<file path="src/rtl/pipeline_ctrl.sv">
// Pipeline control sequencer for the 5-stage core: turns hazard, branch and memory
// handshakes into per-stage enable/flush controls and keeps saturating stall/flush counters.
module pipeline_ctrl #(
   parameter int CNT_W = 32
) (
   input  logic             clk,
   input  logic             rst_n,
   input  logic             load_use_hazard,
   input  logic             branch_taken,
   input  logic             imem_ready,
   input  logic             dmem_req,
   input  logic             dmem_ready,
   input  logic             clr_cnt,
   output logic             pc_en,
   output logic             ifid_en,
   output logic             idex_en,
   output logic             exmem_en,
   output logic             ifid_flush,
   output logic             idex_flush,
   output logic             memwb_flush,
   output logic [1:0]       state,
   output logic [CNT_W-1:0] stall_cnt,
   output logic [CNT_W-1:0] flush_cnt
);

   typedef enum logic [1:0] {
      RUN       = 2'd0,
      MEM_WAIT  = 2'd1,
      REDIRECT  = 2'd2,
      LU_BUBBLE = 2'd3
   } state_t;

   state_t state_reg, state_next;

   logic mem_stall;
   logic br_act;
   logic lu_act;
   logic redirect_evt;

   // REDIRECT holds bubbles in ID/EX, so branch and hazard inputs are stale there;
   // LU_BUBBLE ignores the hazard so each hazard costs exactly one bubble.
   assign mem_stall = dmem_req && !dmem_ready;
   assign br_act    = branch_taken && ((state_reg == RUN) || (state_reg == LU_BUBBLE));
   assign lu_act    = load_use_hazard && (state_reg == RUN);

   always_ff @(posedge clk or negedge rst_n) begin
      if (!rst_n) state_reg <= RUN;
      else        state_reg <= state_next;
   end

   always_comb begin
      state_next = state_reg;
      case (state_reg)
         MEM_WAIT: begin
            if (dmem_ready) state_next = RUN;
         end
         default: begin
            if (mem_stall)   state_next = MEM_WAIT;
            else if (br_act) state_next = REDIRECT;
            else if (lu_act) state_next = LU_BUBBLE;
            else             state_next = RUN;
         end
      endcase
   end

   always_comb begin
      pc_en        = 1'b1;
      ifid_en      = 1'b1;
      idex_en      = 1'b1;
      exmem_en     = 1'b1;
      ifid_flush   = 1'b0;
      idex_flush   = 1'b0;
      memwb_flush  = 1'b0;
      redirect_evt = 1'b0;
      case (state_reg)
         MEM_WAIT: begin
            if (!dmem_ready) begin
               pc_en       = 1'b0;
               ifid_en     = 1'b0;
               idex_en     = 1'b0;
               exmem_en    = 1'b0;
               memwb_flush = 1'b1;
            end
         end
         default: begin
            if (mem_stall) begin
               pc_en       = 1'b0;
               ifid_en     = 1'b0;
               idex_en     = 1'b0;
               exmem_en    = 1'b0;
               memwb_flush = 1'b1;
            end else if (br_act) begin
               ifid_flush   = 1'b1;
               idex_flush   = 1'b1;
               redirect_evt = 1'b1;
            end else if (lu_act) begin
               pc_en      = 1'b0;
               ifid_en    = 1'b0;
               idex_flush = 1'b1;
            end else if (!imem_ready) begin
               pc_en      = 1'b0;
               ifid_flush = 1'b1;
            end
         end
      endcase
      // Reset drives a safe frozen pipeline full of bubbles regardless of state.
      if (!rst_n) begin
         pc_en       = 1'b0;
         ifid_en     = 1'b0;
         idex_en     = 1'b0;
         exmem_en    = 1'b0;
         ifid_flush  = 1'b1;
         idex_flush  = 1'b1;
         memwb_flush = 1'b1;
      end
   end

   assign state = state_reg;

   logic [1:0]       cnt_inc;
   logic [CNT_W-1:0] cnt_reg [2];

   assign cnt_inc[0] = !pc_en;
   assign cnt_inc[1] = redirect_evt;

   generate
      for (genvar gi = 0; gi < 2; gi++) begin : g_cnt
         always_ff @(posedge clk or negedge rst_n) begin
            if (!rst_n)
               cnt_reg[gi] <= '0;
            else if (clr_cnt)
               cnt_reg[gi] <= '0;
            else if (cnt_inc[gi] && (cnt_reg[gi] != {CNT_W{1'b1}}))
               cnt_reg[gi] <= cnt_reg[gi] + {{(CNT_W-1){1'b0}}, 1'b1};
         end
      end
   endgenerate

   assign stall_cnt = cnt_reg[0];
   assign flush_cnt = cnt_reg[1];

endmodule

</file>
<file path="config.mk">
export PLATFORM = sky130hd
export DESIGN_NAME = pipeline_ctrl
export DESIGN_NICKNAME = d
export VERILOG_FILES = /design/src/rtl/pipeline_ctrl.sv
export SDC_FILE = /design/constraint.sdc
export NUM_CORES = 1
export LEC_CHECK = 0
export CAP_MARGIN = 15
export CORE_AREA = 2 2 94 96
export DETAILED_ROUTE_END_ITERATION = 8
export DIE_AREA = 0 0 96 98
export PLACE_DENSITY = 0.75
export SLEW_MARGIN = 0
export SYNTH_ARGS = -nofsm -noshare
export SYNTH_HDL_FRONTEND = slang
export SYNTH_SLANG_ARGS = --single-unit
</file>
<file path="constraint.sdc">
create_clock -name clk -period 2.74 [get_ports clk]
set_clock_uncertainty 0.2 [all_clocks]
set_input_delay 0.548 -clock clk [delete_from_list [all_inputs] [get_ports clk]]
set_output_delay 0.548 -clock clk [all_outputs]
set_load 0.02 [all_outputs]
</file>
==> results of run 1 <==
==> per-stage QoR <==
step / hold WS, ps / cells / util (%) / setup WS [ps] / setup TNS [ps]
2_1_floorplan: 52.4 / 433 / - / 20.7 / 0
3_3_place_gp: 306 / 670 / 61.5 / -164 / -2630
3_5_place_dp: 340 / 670 / 61.5 / -257 / -4530
4_1_cts: 350 / 687 / 63.6 / 1.64 / 0
5_1_grt: 400 / 689 / 64.1 / -1.03 / -1.03
6_report: 340 / 689 / 64.1 / 77.9 / 0
==> cell usage after synthesis, types with 12 or more instances <==
cell,count,area share (%)
or4_1,18,3.5
o21ai_0,21,2.7
nor2_1,33,3.2
nand2_1,33,3.2
dfrtp_1,66,43
clkbuf_1,14,1.4
nand4_1,18,2.9
a21oi_1,41,5.3
o31ai_1,17,3.3
or3_1,25,4.1
inv_1,12,1.2
nand3_1,26,3.4
==> routing by layer <==
metal / up-vias / part of all wire, % / routed length (um) / global-route usage, %
met2: 121 / 49 / 5170 / 36.3
met4: 0 / 1.8 / 187 / 9.12
li1: 1906 / - / - / -
met5: - / 0 / 0 / 0
met3: 16 / 5.2 / 551 / 2.85
met1: 1922 / 44 / 4700 / 33.0
==> path summary, 6_finish.rpt <==
check,start,to,slack [ps],cells past startpoint
max,state[0],ifid_en,80,7
min,stall_cnt[30],stall_cnt[30],340,1
max reg2reg,state[0],flush_cnt[25],130,9
min reg2reg,stall_cnt[30],stall_cnt[30],340,1
max in group asynchronous,rst_n,stall_cnt[9],1440,2
min in group asynchronous,rst_n,flush_cnt[5],360,2
==> layout make-up <==
class	count	area [um^2]	share of cell area [%]
tap	108	135	2.49
sequential	66	1650	30.5
multi-input combinational	332	2060	38.0
clock buffer	12	155	2.86
clock inverter	3	15.0	0.277
timing repair buffer	156	1360	25.1
inverter	12	45.0	0.831
==> repair_timing <==
| action | 4_1_cts | 5_1_grt |
|---|---|---|
| setup buffers | 2 | 2 |
| endpoints found under the hold margin | 0 | 0 |
| pin swaps | 1 | 0 |
| setup endpoints to repair | 13 | 10 |
| gates resized for setup | 8 | 11 |
==> cells by family after synthesis <==
group	share of synthesized area [%]
AO/OA/AOI/OAI	18.2
XOR/XNOR	1.36
adder cells (fa/ha/maj)	1.30
buffers and inverters	4.48
flip-flops	42.9
multiplexers	2.47
AND/OR/NAND/NOR	29.3
==> power by group <==
part / total [mW] / leakage (nW) / internal (mW) / switching (mW)
clock: 0.737 / 0.0920 / 0.369 / 0.368
sequential: 1.03 / 0.917 / 1.01 / 0.0268
combinational: 0.658 / 1.15 / 0.297 / 0.360
total: 2.43 / 2.16 / 1.67 / 0.755
==> worst max-delay path: stages (launching register included) <==
cell and delay, ps:
dfrtp_1 390, inv_1 70, ha_1 280, nor2b_1 40
buf_4 150, nor3b_1 270, nor2_1 60, dlygate4sd2_1 320
==> results.json, run 1 <==
{
  "final_common_cell": "buf_4",
  "ys_warn_count": 0,
  "vdd_drop_max_mv": 0.301,
  "finalPower_mw": 2.43,
  "synth_fp_nets": 445,
  "clkSinkCount": 66,
  "timing.final.max_slew_violations": 0,
  "die_area_um2": 9410,
  "synth_flop_cell": "dfrtp_1",
  "n_antenna_cell": 0,
  "rows": 34,
  "drtIter0Drc": 204,
  "synth.avg_cell_area_um2": 8.89,
  "n_fill_cell": 732,
  "grt.overflow.total": 0,
  "async_reset_ff_share_pct": 100,
  "routed_via_density": 5.75,
  "ys_ff_latch": 66,
  "hold_viol_final": 0,
  "ant_nets": 0,
  "yosysSeqAreaShare_pct": 42.9,
  "synth-edff-count": 0,
  "cts-root-buf": "clkbuf_8",
  "worst-endpoint-required_ps": 1990,
  "synth_cell_types": 52,
  "syn_to_final_growth_pct": 40.8,
  "crit_arrival_ps": 1910,
  "drive_gt1_share_pct": 19.3,
  "vias": 3965,
  "design_area_um2": 5420,
  "cts_buffers": 9,
  "grt_usage_pct": 23.3,
  "num-nets-final": 589,
  "first_global_vias": 3697,
  "critPathLaunchType": "register",
  "dieWidth_um": 96,
  "cts_buffer_depth": 2,
  "dp_hpwl_um": 7550,
  "fp.dieH_um": 98,
  "status": "finished clean",
  "fin_crit_ps": 2660,
  "clk_latency_ps": 340,
  "netlist_area_um2": 3850,
  "ios": 81,
  "cp-end-kind": "primary output",
  "max_cap_violations": 0,
  "power.density_nw_per_um2": 447,
  "setup_violations": 0,
  "final_cell_mix": "buf_4, clkdlybuf4s50_1, dfrtp_1, a21oi_1",
  "coreArea_um2": 8470,
  "place_area_um2": 5200,
  "hold_path_class": "reg -> reg",
  "fin_crit_sh_pct": 97.2,
  "io_buffers": 80,
  "p_leak_nw": 2.16,
  "worst_pin_slew_ps": 851,
  "critPathKind": "reg -> out",
  "routed_wl_um": 10600,
  "crit_fanout": 6,
  "cts_hold_repair.buffers": 0,
  "path_clk_slew_ps": 70,
  "remaining_drc_errors": 0,
  "wl_per_cell_um": 15.4,
  "grt_max_degree": 67,
  "htree_num_levels": 3,
  "slew_headroom_pct": 43.3,
  "gp_congestion": 0.903,
  "cts_tree": "done",
  "initial_core_util_pct": 45.5,
  "antenna_found_initial": 0,
  "fmax_mhz": 376,
  "drt_pre_antenna_iters": 5,
  "netlist_instances": 433,
  "grt_pass1_wl_um": 17600
}
Note: power is estimated with default switching activity, not from simulation.
==> inputs of run 2 (changes only) <==
Settings changed: CAP_MARGIN 15 to 10, CORE_AREA 2 2 94 96 to 2 2 108 110, DIE_AREA 0 0 96 98 to 0 0 110 112, PLACE_DENSITY 0.75 to 0.6.
==> run 2 against run 1 <==
  * Largest cell class unchanged
  * Setup slack improved by 18 ps
  * Maximum frequency up 0.69%
  * Count of clock-buffer cells in the layout fell by 1
  * Largest power group unchanged
==> results.json, run 2 (synthesis results as in run 1) <==
{
  "tns_ps": 0,
  "worst-endpoint-required_ps": 1990,
  "wl_per_cell_um": 15.1,
  "final_cell_mix": "clkdlybuf4s50_1, dfrtp_1, buf_4, a21oi_1",
  "drtIter0Drc": 131,
  "p_int_mw": 1.93,
  "power.density_nw_per_um2": 494,
  "clk_latency_ps": 330,
  "place_area_um2": 5160,
  "cts-root-buf": "clkbuf_16",
  "cp-end-kind": "primary output",
  "switching_share_pct": 28.8,
  "holdWs_ps": 332,
  "fmax_mhz": 378,
  "coreArea_um2": 11200,
  "crit_fanout": 6,
  "dp_hpwl_um": 7810,
  "syn_to_final_growth_pct": 42.1,
  "fp.dieH_um": 112,
  "power_frac_seq_pct": 38.3,
  "max_cap_violations": 0,
  "grt.overflow.total": 0,
  "htree_num_levels": 3,
  "vdd_drop_max_mv": 0.454,
  "cts_buffers": 9,
  "io_buffers": 80,
  "vias": 3881,
  "critPathLaunchType": "primary input",
  "status": "finished clean",
  "timing.final.max_slew_violations": 0,
  "antenna_found_initial": 0,
  "critPathKind": "in -> out",
  "p_leak_nw": 2.14,
  "fin_util_pct": 49.0,
  "dieWidth_um": 110,
  "fin_crit_ps": 2640,
  "p_switching_mw": 0.777,
  "initial_core_util_pct": 34.5,
  "grt_setup_unrepaired": "false",
  "cts_buffer_depth": 2,
  "rows": 39,
  "slew_headroom_pct": 43.0,
  "drive_gt1_share_pct": 17.7,
  "remaining_drc_errors": 0,
  "combPwrFrac_pct": 24.1,
  "num-nets-final": 579,
  "first_global_vias": 3770,
  "grt_usage_pct": 18.3,
  "layout.cells.non_filler": 713,
  "grt_pass1_wl_um": 18000,
  "clock_power_share_pct": 37.6,
  "design_area_um2": 5470,
  "worst_pin_slew_ps": 855,
  "dpl.cell_count": 695,
  "routed_via_density": 5.44,
  "setup_violations": 0,
  "hold_path_class": "reg -> reg",
  "ant_nets": 0,
  "fin_crit_sh_pct": 96.5,
  "drt_pre_antenna_iters": 6,
  "die_area_um2": 12300,
  "gp_congestion": 0.852,
  "cts_tree": "done",
  "ios": 81,
  "grt_max_degree": 67,
  "final_common_cell": "clkdlybuf4s50_1",
  "crit_arrival_ps": 1900,
  "clkSinkCount": 66,
  "routed_wl_um": 10800,
  "n_antenna_cell": 0,
  "hold_viol_final": 0,
  "path_clk_slew_ps": 60
}
==> run 2: power by group through the flow <==
stage / logic (mW) / registers [mW] / clock network [mW]
CTS: 0.631 / 1.04 / 1.05
detailed placement: 0.635 / 1.05 / 0
finish: 0.651 / 1.04 / 1.02
global placement: 0.624 / 1.05 / 0
global route: 0.721 / 1.04 / 1.09
floorplan: 0.301 / 1.10 / 0
==> run 2: worst paths after layout <==
path	cells after the start	startpoint	endpoint	slack (ps)
min reg2reg	1	stall_cnt[30]	stall_cnt[30]	330
min in group asynchronous	2	rst_n	stall_cnt[18]	410
max reg2reg	7	stall_cnt[1]	stall_cnt[17]	120
min	1	stall_cnt[30]	stall_cnt[30]	330
max in group asynchronous	2	rst_n	stall_cnt[4]	1390
max	6	branch_taken	pc_en	100
==> run 2: metrics by stage <==
stage / power, mW / setup slack [ps]
final: 2.70 / 96.0
after global routing: 2.84 / 2.15
after detailed placement: 1.69 / -241
after global placement: 1.68 / -168
after CTS: 2.71 / -6.74
after floorplan: 1.40 / 20.7
==> run 2: what timing repair did <==
item,4_1_cts,5_1_grt
hold buffers,0,0
setup endpoints to repair,7,26
pin swaps,0,1
endpoints found under the hold margin,0,0
gates resized for setup,9,8
setup buffers,0,4
==> run 2: cell type report <==
type / count / area (um^2)
clock buffers: 11 / 243
clock inverters: 3 / 17.5
fillers: 1078 / 5700
inverters: 12 / 45.0
multi-input cells: 332 / 2060
flip-flops and latches: 66 / 1650
well taps: 143 / 179
repair buffers: 146 / 1280
==> run 2: worst max-delay path, cell delays in order <==
cell	delay, ps
clkdlybuf4s50_1	410
nor2b_1	130
buf_4	150
o311ai_4	280
inv_1	60
dlygate4sd2_1	320
==> run 2: per-layer routing <==
| layer | routed length [um] | global-route usage, % | part of all wire (%) |
|---|---|---|---|
| met3 | 425 | 2.69 | 3.9 |
| met4 | 207 | 7.43 | 1.9 |
| met1 | 5030 | 24.3 | 47 |
| met2 | 5110 | 29.7 | 47 |
| met5 | 0 | 0 | 0 |
